===== src/rtl/muldiv_ctrl_if.sv =====
// EX-stage multiply/divide bundle: pipeline request side, HI/LO results and
// the handshake to the shared iterative divider.
interface muldiv_ctrl_if;
    localparam int unsigned XLEN = 32;

    logic              req_valid;
    logic [2:0]        req_op;
    logic [XLEN-1:0]   req_a;
    logic [XLEN-1:0]   req_b;
    logic              flush;
    logic              stall_o;
    logic [XLEN-1:0]   hi_o;
    logic [XLEN-1:0]   lo_o;
    logic              busy_o;
    logic              div_start;
    logic              div_signed;
    logic [XLEN-1:0]   div_a;
    logic [XLEN-1:0]   div_b;
    logic              div_annul;
    logic [2*XLEN-1:0] div_result;
    logic              div_ready;

    modport master (
        output req_valid, req_op, req_a, req_b, flush, div_result, div_ready,
        input  stall_o, hi_o, lo_o, busy_o, div_start, div_signed, div_a, div_b, div_annul
    );

    modport slave (
        input  req_valid, req_op, req_a, req_b, flush, div_result, div_ready,
        output stall_o, hi_o, lo_o, busy_o, div_start, div_signed, div_a, div_b, div_annul
    );
endinterface


===== src/rtl/muldiv_ctrl.sv =====
// HI/LO owner and mult/div sequencer for EX: two-cycle multiply, divider
// handshake, pipeline stall and flush discard.
module muldiv_ctrl (
    input  logic         clk,
    input  logic         rst,
    muldiv_ctrl_if.slave bus
);
    localparam int unsigned XLEN = 32;

    localparam logic [2:0] OP_MULT  = 3'b001;
    localparam logic [2:0] OP_MULTU = 3'b010;
    localparam logic [2:0] OP_DIV   = 3'b011;
    localparam logic [2:0] OP_DIVU  = 3'b100;
    localparam logic [2:0] OP_MTHI  = 3'b101;
    localparam logic [2:0] OP_MTLO  = 3'b110;

    typedef enum logic [1:0] {
        IDLE = 2'd0,
        MUL  = 2'd1,
        DIV  = 2'd2,
        DONE = 2'd3
    } state_t;

    state_t            state_q;
    state_t            state_d;
    logic [XLEN-1:0]   hi_q;
    logic [XLEN-1:0]   lo_q;
    logic [XLEN-1:0]   op_a_q;
    logic [XLEN-1:0]   op_b_q;
    logic              mul_signed_q;
    logic              div_signed_q;
    logic              accept;
    logic              is_mul;
    logic              is_div;
    logic [2*XLEN-1:0] mul_a_ext;
    logic [2*XLEN-1:0] mul_b_ext;
    logic [2*XLEN-1:0] product;

    assign accept = (state_q == IDLE) & bus.req_valid & ~bus.flush;
    assign is_mul = (bus.req_op == OP_MULT) | (bus.req_op == OP_MULTU);
    assign is_div = (bus.req_op == OP_DIV)  | (bus.req_op == OP_DIVU);

    // Sign-extend to 64 bits so one unsigned multiplier serves MULT and MULTU
    assign mul_a_ext = {{XLEN{mul_signed_q & op_a_q[XLEN-1]}}, op_a_q};
    assign mul_b_ext = {{XLEN{mul_signed_q & op_b_q[XLEN-1]}}, op_b_q};
    assign product   = mul_a_ext * mul_b_ext;

    always_comb begin
        state_d = state_q;
        case (state_q)
            IDLE: begin
                if (accept && is_mul) begin
                    state_d = MUL;
                end else if (accept && is_div) begin
                    state_d = DIV;
                end
            end
            MUL:  state_d = bus.flush ? IDLE : DONE;
            DIV: begin
                if (bus.flush) begin
                    state_d = IDLE;
                end else if (bus.div_ready) begin
                    state_d = DONE;
                end
            end
            DONE: state_d = IDLE;
            default: state_d = IDLE;
        endcase
    end

    always_ff @(posedge clk or negedge rst) begin
        if (!rst) begin
            state_q <= IDLE;
        end else begin
            state_q <= state_d;
        end
    end

    // HI/LO commit and operand latches; a flush suppresses every commit
    always_ff @(posedge clk or negedge rst) begin
        if (!rst) begin
            hi_q         <= '0;
            lo_q         <= '0;
            op_a_q       <= '0;
            op_b_q       <= '0;
            mul_signed_q <= 1'b0;
            div_signed_q <= 1'b0;
        end else begin
            case (state_q)
                IDLE: begin
                    if (accept && (bus.req_op == OP_MTHI)) begin
                        hi_q <= bus.req_a;
                    end
                    if (accept && (bus.req_op == OP_MTLO)) begin
                        lo_q <= bus.req_a;
                    end
                    if (accept && (is_mul || is_div)) begin
                        op_a_q <= bus.req_a;
                        op_b_q <= bus.req_b;
                    end
                    if (accept && is_mul) begin
                        mul_signed_q <= (bus.req_op == OP_MULT);
                    end
                    if (accept && is_div) begin
                        div_signed_q <= (bus.req_op == OP_DIV);
                    end
                end
                MUL: begin
                    if (!bus.flush) begin
                        hi_q <= product[2*XLEN-1:XLEN];
                        lo_q <= product[XLEN-1:0];
                    end
                end
                DIV: begin
                    if (!bus.flush && bus.div_ready) begin
                        hi_q <= bus.div_result[2*XLEN-1:XLEN];
                        lo_q <= bus.div_result[XLEN-1:0];
                    end
                end
                default: ;
            endcase
        end
    end

    // Stall is combinational so the accept cycle itself holds the pipeline
    assign bus.stall_o    = rst & ((accept & (is_mul | is_div)) |
                                   (((state_q == MUL) | (state_q == DIV)) & ~bus.flush));
    assign bus.busy_o     = (state_q != IDLE);
    assign bus.hi_o       = hi_q;
    assign bus.lo_o       = lo_q;
    assign bus.div_start  = (state_q == DIV) & ~bus.flush;
    assign bus.div_annul  = (state_q == DIV) & bus.flush;
    assign bus.div_signed = div_signed_q;
    assign bus.div_a      = op_a_q;
    assign bus.div_b      = op_b_q;
endmodule

===== src/flat_wrapper.sv =====
// flat-port wrapper written by rule: the top's interface ports become plain ports
module muldiv_ctrl_flat 
  (clk, rst, bus_req_valid, bus_req_op, bus_req_a, bus_req_b, bus_flush, bus_div_result, bus_div_ready, bus_stall_o, bus_hi_o, bus_lo_o, bus_busy_o, bus_div_start, bus_div_signed, bus_div_a, bus_div_b, bus_div_annul);
  muldiv_ctrl_if bus_i ();
  input  logic clk;
  input  logic rst;
  input wire logic [$bits(bus_i.req_valid)-1:0] bus_req_valid;
  input wire logic [$bits(bus_i.req_op)-1:0] bus_req_op;
  input wire logic [$bits(bus_i.req_a)-1:0] bus_req_a;
  input wire logic [$bits(bus_i.req_b)-1:0] bus_req_b;
  input wire logic [$bits(bus_i.flush)-1:0] bus_flush;
  input wire logic [$bits(bus_i.div_result)-1:0] bus_div_result;
  input wire logic [$bits(bus_i.div_ready)-1:0] bus_div_ready;
  output wire logic [$bits(bus_i.stall_o)-1:0] bus_stall_o;
  output wire logic [$bits(bus_i.hi_o)-1:0] bus_hi_o;
  output wire logic [$bits(bus_i.lo_o)-1:0] bus_lo_o;
  output wire logic [$bits(bus_i.busy_o)-1:0] bus_busy_o;
  output wire logic [$bits(bus_i.div_start)-1:0] bus_div_start;
  output wire logic [$bits(bus_i.div_signed)-1:0] bus_div_signed;
  output wire logic [$bits(bus_i.div_a)-1:0] bus_div_a;
  output wire logic [$bits(bus_i.div_b)-1:0] bus_div_b;
  output wire logic [$bits(bus_i.div_annul)-1:0] bus_div_annul;
  assign bus_i.req_valid = bus_req_valid;
  assign bus_i.req_op = bus_req_op;
  assign bus_i.req_a = bus_req_a;
  assign bus_i.req_b = bus_req_b;
  assign bus_i.flush = bus_flush;
  assign bus_i.div_result = bus_div_result;
  assign bus_i.div_ready = bus_div_ready;
  assign bus_stall_o = bus_i.stall_o;
  assign bus_hi_o = bus_i.hi_o;
  assign bus_lo_o = bus_i.lo_o;
  assign bus_busy_o = bus_i.busy_o;
  assign bus_div_start = bus_i.div_start;
  assign bus_div_signed = bus_i.div_signed;
  assign bus_div_a = bus_i.div_a;
  assign bus_div_b = bus_i.div_b;
  assign bus_div_annul = bus_i.div_annul;
  muldiv_ctrl u_core (.clk(clk), .rst(rst), .bus(bus_i));
endmodule

===== config.mk =====
export PLATFORM = sky130hd
export DESIGN_NAME = muldiv_ctrl_flat
export DESIGN_NICKNAME = d
export VERILOG_FILES = /design/src/rtl/muldiv_ctrl_if.sv /design/src/rtl/muldiv_ctrl.sv /design/src/flat_wrapper.sv
export SDC_FILE = /design/constraint.sdc
export NUM_CORES = 2
export LEC_CHECK = 0
export ABC_AREA = 0
export BUFFER_PORTS_ARGS = -buffer_cell sky130_fd_sc_hd__buf_4
export CAP_MARGIN = 10
export CELL_PAD_IN_SITES_DETAIL_PLACEMENT = 2
export CELL_PAD_IN_SITES_GLOBAL_PLACEMENT = 2
export CORE_UTILIZATION = 37
export DETAILED_ROUTE_END_ITERATION = 8
export GPL_TIMING_DRIVEN = 0
export HOLD_SLACK_MARGIN = 0.1
export PLACE_DENSITY = 0.83
export SYNTH_ARGS = -nofsm -noshare
export SYNTH_HDL_FRONTEND = slang
export SYNTH_SLANG_ARGS = --single-unit

===== constraint.sdc =====
create_clock -name clk -period 8.43 [get_ports clk]
set_input_delay 0.4215 -clock clk [delete_from_list [all_inputs] [get_ports clk]]
set_output_delay 0.4215 -clock clk [all_outputs]
set_load 0.05 [all_outputs]

==> results list <==
* Clock slew seen by the registers of the worst setup and hold paths: 0.08 ns
* Crit end category: flop
- Die height: 345 um
- In this run, the number of DRC markers left after iteration 0 of detailed routing was approximately 4700.
- Most frequent cells in the layout: sky130_fd_sc_hd__inv_1 (1101), sky130_fd_sc_hd__fa_1 (1097), sky130_fd_sc_hd__nand2_1 (766)
- In this run the remaining antenna-violating nets after routing total 0.
- Setup total negative slack on the finished layout was measured at -24.01 ns.
* Cts bufs inserted: 17
- Slew Viols, Final: 2
- During I/O placement, the number of pins put on the boundary was around 270.
- FFs w/ async S/R, synth: 100%
- After layout, the minimum clock period comes to 10.09 ns.
- Along the worst path, the maximum fanout reaches 7.
- For this configuration, the core starts out at a cell density of a little under two fifths.
* Remaining design rule violation count: 1
- Summing all non-filler instances in the final layout gives an area of 52100 sq um.
- Number of distinct library cells after synthesis: 64
- By area the synthesized netlist is led by sky130_fd_sc_hd__fa_1 (52%), sky130_fd_sc_hd__inv_1 (9.8%), sky130_fd_sc_hd__dfrtp_1 (7.6%).
* Core Footprint: about 120000 sq um
* Setup WS post-layout: -1.66 ns
- Dominant cell type by area after synthesis: sky130_fd_sc_hd__fa_1
- Proportion of netlist area held by the largest area contributor: 51.6%
- After detailed placement, the total cell area comes to 47600 sq um.
- Setup-violating endpoint count in the final report: 35
* Via count: around 42000
- Entering global routing, the biggest net connects between 80 and 90 pins.
* Total clock sinks: 132
- Violations in the final reports: DRC, capacitance limit, slew limit, setup timing
- Summing the sequential cell areas from Yosys gives ~7.6% of the chip area.
- Die Outline Area: approximately 120000 sq um
* Count of max-cap constraint violations: 1
* Syn Inst Count: ~4700
- A synthesized cell averages 9.32 sq um.
* Worst-case clock skew: about 0.023 ns
- The die is 345 um wide.
- The initial antenna violation count was a little under 80.
- Final net count: 6600
- Row generation in the floorplan step produced around 130 rows.
* First-pass GRT wire length: about 340000 um
* Fraction of layout instances using a drive strength above 1: about a fifth
- Global routing used roughly 40% of the available tracks.
- The tree is rooted in a sky130_fd_sc_hd__clkbuf_16.
* Weighted congestion reported at the end of routability-driven placement: 0.997
* Syn Nets: 6162
* Class of the worst hold path: in2reg
- The library cell used most frequently in the layout, excluding fill and tap cells, is sky130_fd_sc_hd__inv_1.
* Clock buffer depth: 2
- Run status: finished, violations left
- At the pin with the least slew margin, the transition time is about 1.5 ns.
- Setup repair after global routing could not meet its margin everywhere.
- CP Launch Type: flop
- Post-Route Hold Slack: 0.114 ns
- In this run the tool buffered the top-level ports with ~270 buffer cells.
- After synthesis the netlist holds a flip-flop and latch count of between 100 and 150.
- In the finished design, the share of the clock period the worst path needs comes to 120%.
- Measured against its own limit, the worst slew margin works out to -3.12%.
* Number of synthesized flops with an enable pin: 0
- Wire length after detailed routing: about 280000 um
* Number of global-route vias before repair: ~45000
- Pre-antenna DRT Iters: 6
- Kind of critical path: reg2reg
- The total overflow left after global routing is 0.
- Area growth from synthesis to layout: 19.4%
* Clock tree from TritonCTS: yes
- Clock latency at the later pin of the worst-skew pair: around 0.54 ns
- During synthesis, Yosys emitted a total of 0 warnings.
- After legalization and detailed placement, the total HPWL measured 189000 um.
* Most used DFF post-synth: sky130_fd_sc_hd__dfrtp_1
- At the worst endpoint, the arrival time is around 10 ns.
- CTS built an H-tree with a depth of 4.
* Wire per inst: approximately 40 um
- Final count of hold timing violations: 0
- Area of the mapped netlist: around 44000 sq um
- Required time of the critical path: ~8.7 ns
* Average vias per placed instance: 6.33
- Highest Clock Rate: a little under 100 MHz
## state kept, by name (all words and copies together) (netlist names)
name                   count
u_core.bus.hi_o           32
u_core.bus.div_signed      1
u_core.bus.lo_o           32
u_core.bus.div_a          32
u_core.state_q             2
u_core.bus.div_b          32
u_core.mul_signed_q        1
## routing by layer
layer	part of all wire [%]	track usage, %	wire (um)	vias to the layer above
li1	-	-	-	14600
met5	0.13	0	369	-
met4	12	32.8	32700	34
met1	32	46.5	87600	21900
met3	13	11.6	36100	1906
met2	43	63.6	119000	4017
## cell type report
class                           instances  area [sq um]
Clock inverter                         14           164
Clock buffer                           17           425
Multi-Input combinational cell       3145         36000
Sequential cell                       132          3460
Timing Repair Buffer                  436          3480
Buffer                                256          2220
Tap cell                             1524          1910
Antenna cell                           49           123
Fill cell                           12200         64400
Inverter                             1135          4300
## critical path: stages, from the launching register on
cell and delay, ns:
sky130_fd_sc_hd__dfrtp_2 0.56, sky130_fd_sc_hd__buf_4 0.20, sky130_fd_sc_hd__and3_1 0.32, sky130_fd_sc_hd__fa_1 0.51
sky130_fd_sc_hd__fa_1 0.56, sky130_fd_sc_hd__fa_2 0.63, sky130_fd_sc_hd__clkinvlp_4 0.19, sky130_fd_sc_hd__buf_4 0.19
sky130_fd_sc_hd__buf_4 0.12, sky130_fd_sc_hd__fa_1 0.47, sky130_fd_sc_hd__inv_1 0.05, sky130_fd_sc_hd__fa_1 0.49
sky130_fd_sc_hd__fa_2 0.53, sky130_fd_sc_hd__fa_1 0.56, sky130_fd_sc_hd__inv_1 0.07, sky130_fd_sc_hd__fa_1 1.06
sky130_fd_sc_hd__inv_1 0.23, sky130_fd_sc_hd__ha_4 0.38, sky130_fd_sc_hd__nand2_1 0.10, sky130_fd_sc_hd__o21ai_0 0.28
sky130_fd_sc_hd__nor2_1 0.14, sky130_fd_sc_hd__o21a_1 0.24, sky130_fd_sc_hd__a31oi_4 0.22, sky130_fd_sc_hd__a31oi_4 0.13
sky130_fd_sc_hd__xnor2_1 0.20, sky130_fd_sc_hd__a221oi_1 0.14, sky130_fd_sc_hd__a211oi_1 1.23
## logic make-up (layout without fill, tap and decap cells)
| kind of cell | count (synthesis) | after routing | share of synthesized area (%) |
|---|---|---|---|
| buffers and inverters | 1408 | 1858 | 12.2 |
| adders and majority gates | 1341 | 1341 | 57.8 |
| and+or+nand+nor | 1315 | 1315 | 13.8 |
| AOI/OAI and AO/OA | 345 | 345 | 5.40 |
| DFF | 132 | 132 | 7.57 |
| xor gates and xnor gates | 80 | 80 | 1.61 |
| muxes | 64 | 64 | 1.65 |
| other | 0 | 49 | 0 |
## through the flow
stage          utilization, %  setup WS [ns]  instances
6_report                 44.7          -1.66       6708
5_1_grt                  44.6          -1.43       6663
4_1_cts                  43.3       -0.00853       6564
3_5_place_dp             40.9          -2.18       6478
3_3_place_gp             40.8          -1.79       6477
2_1_floorplan               -         0.0857       4685
## what timing repair did
action	in CTS	in global routing
gates cloned	0	0
hold endpoints to repair	46	0
setup endpoints to repair	46	34
resized for setup	605	256
hold buffers	1	0
setup buffers	68	97
pin swaps	38	72
## path summary, 6_finish.rpt
check                                    startpoint              endpoint  slack (ns)  cells after the start
worst min-delay path                  bus_req_b[22]  u_core.bus.div_b[22]        0.11                      2
worst max register to register  u_core.bus.div_b[4]   u_core.bus.hi_o[15]       -1.66                     26
worst max-delay path            u_core.bus.div_b[4]   u_core.bus.hi_o[15]       -1.66                     26
worst min register to register  u_core.bus.lo_o[24]   u_core.bus.lo_o[24]        0.49                      2
max in group asynchronous                       rst  u_core.bus.div_b[30]        6.92                      3
min in group asynchronous                       rst  u_core.bus.div_b[13]        0.42                      2
## cell usage after synthesis, drive strengths merged (4+ instances only)
master and count:
inv 1134, fa 1125, nand2 775, and2 361, clkbuf 269, ha 216, dfrtp 132, nor2 101
a21oi 78, mux2 64, o21ai 63, xnor2 57, a221oi 44, o31ai 32, a21o 28, a211oi 27
xor2 23, and3 18, a31oi 13, nand3 11, or2 11, nand4 10, nor3 10, o21bai 9
a221o 7, a22oi 7, o21a 7, nor2b 6, o211ai 6, nand2b 5, a21boi 4
Power is left out: the tool's default activity adds up to more than one toggle a clock period on the data nets, which glitch-free logic cannot reach.
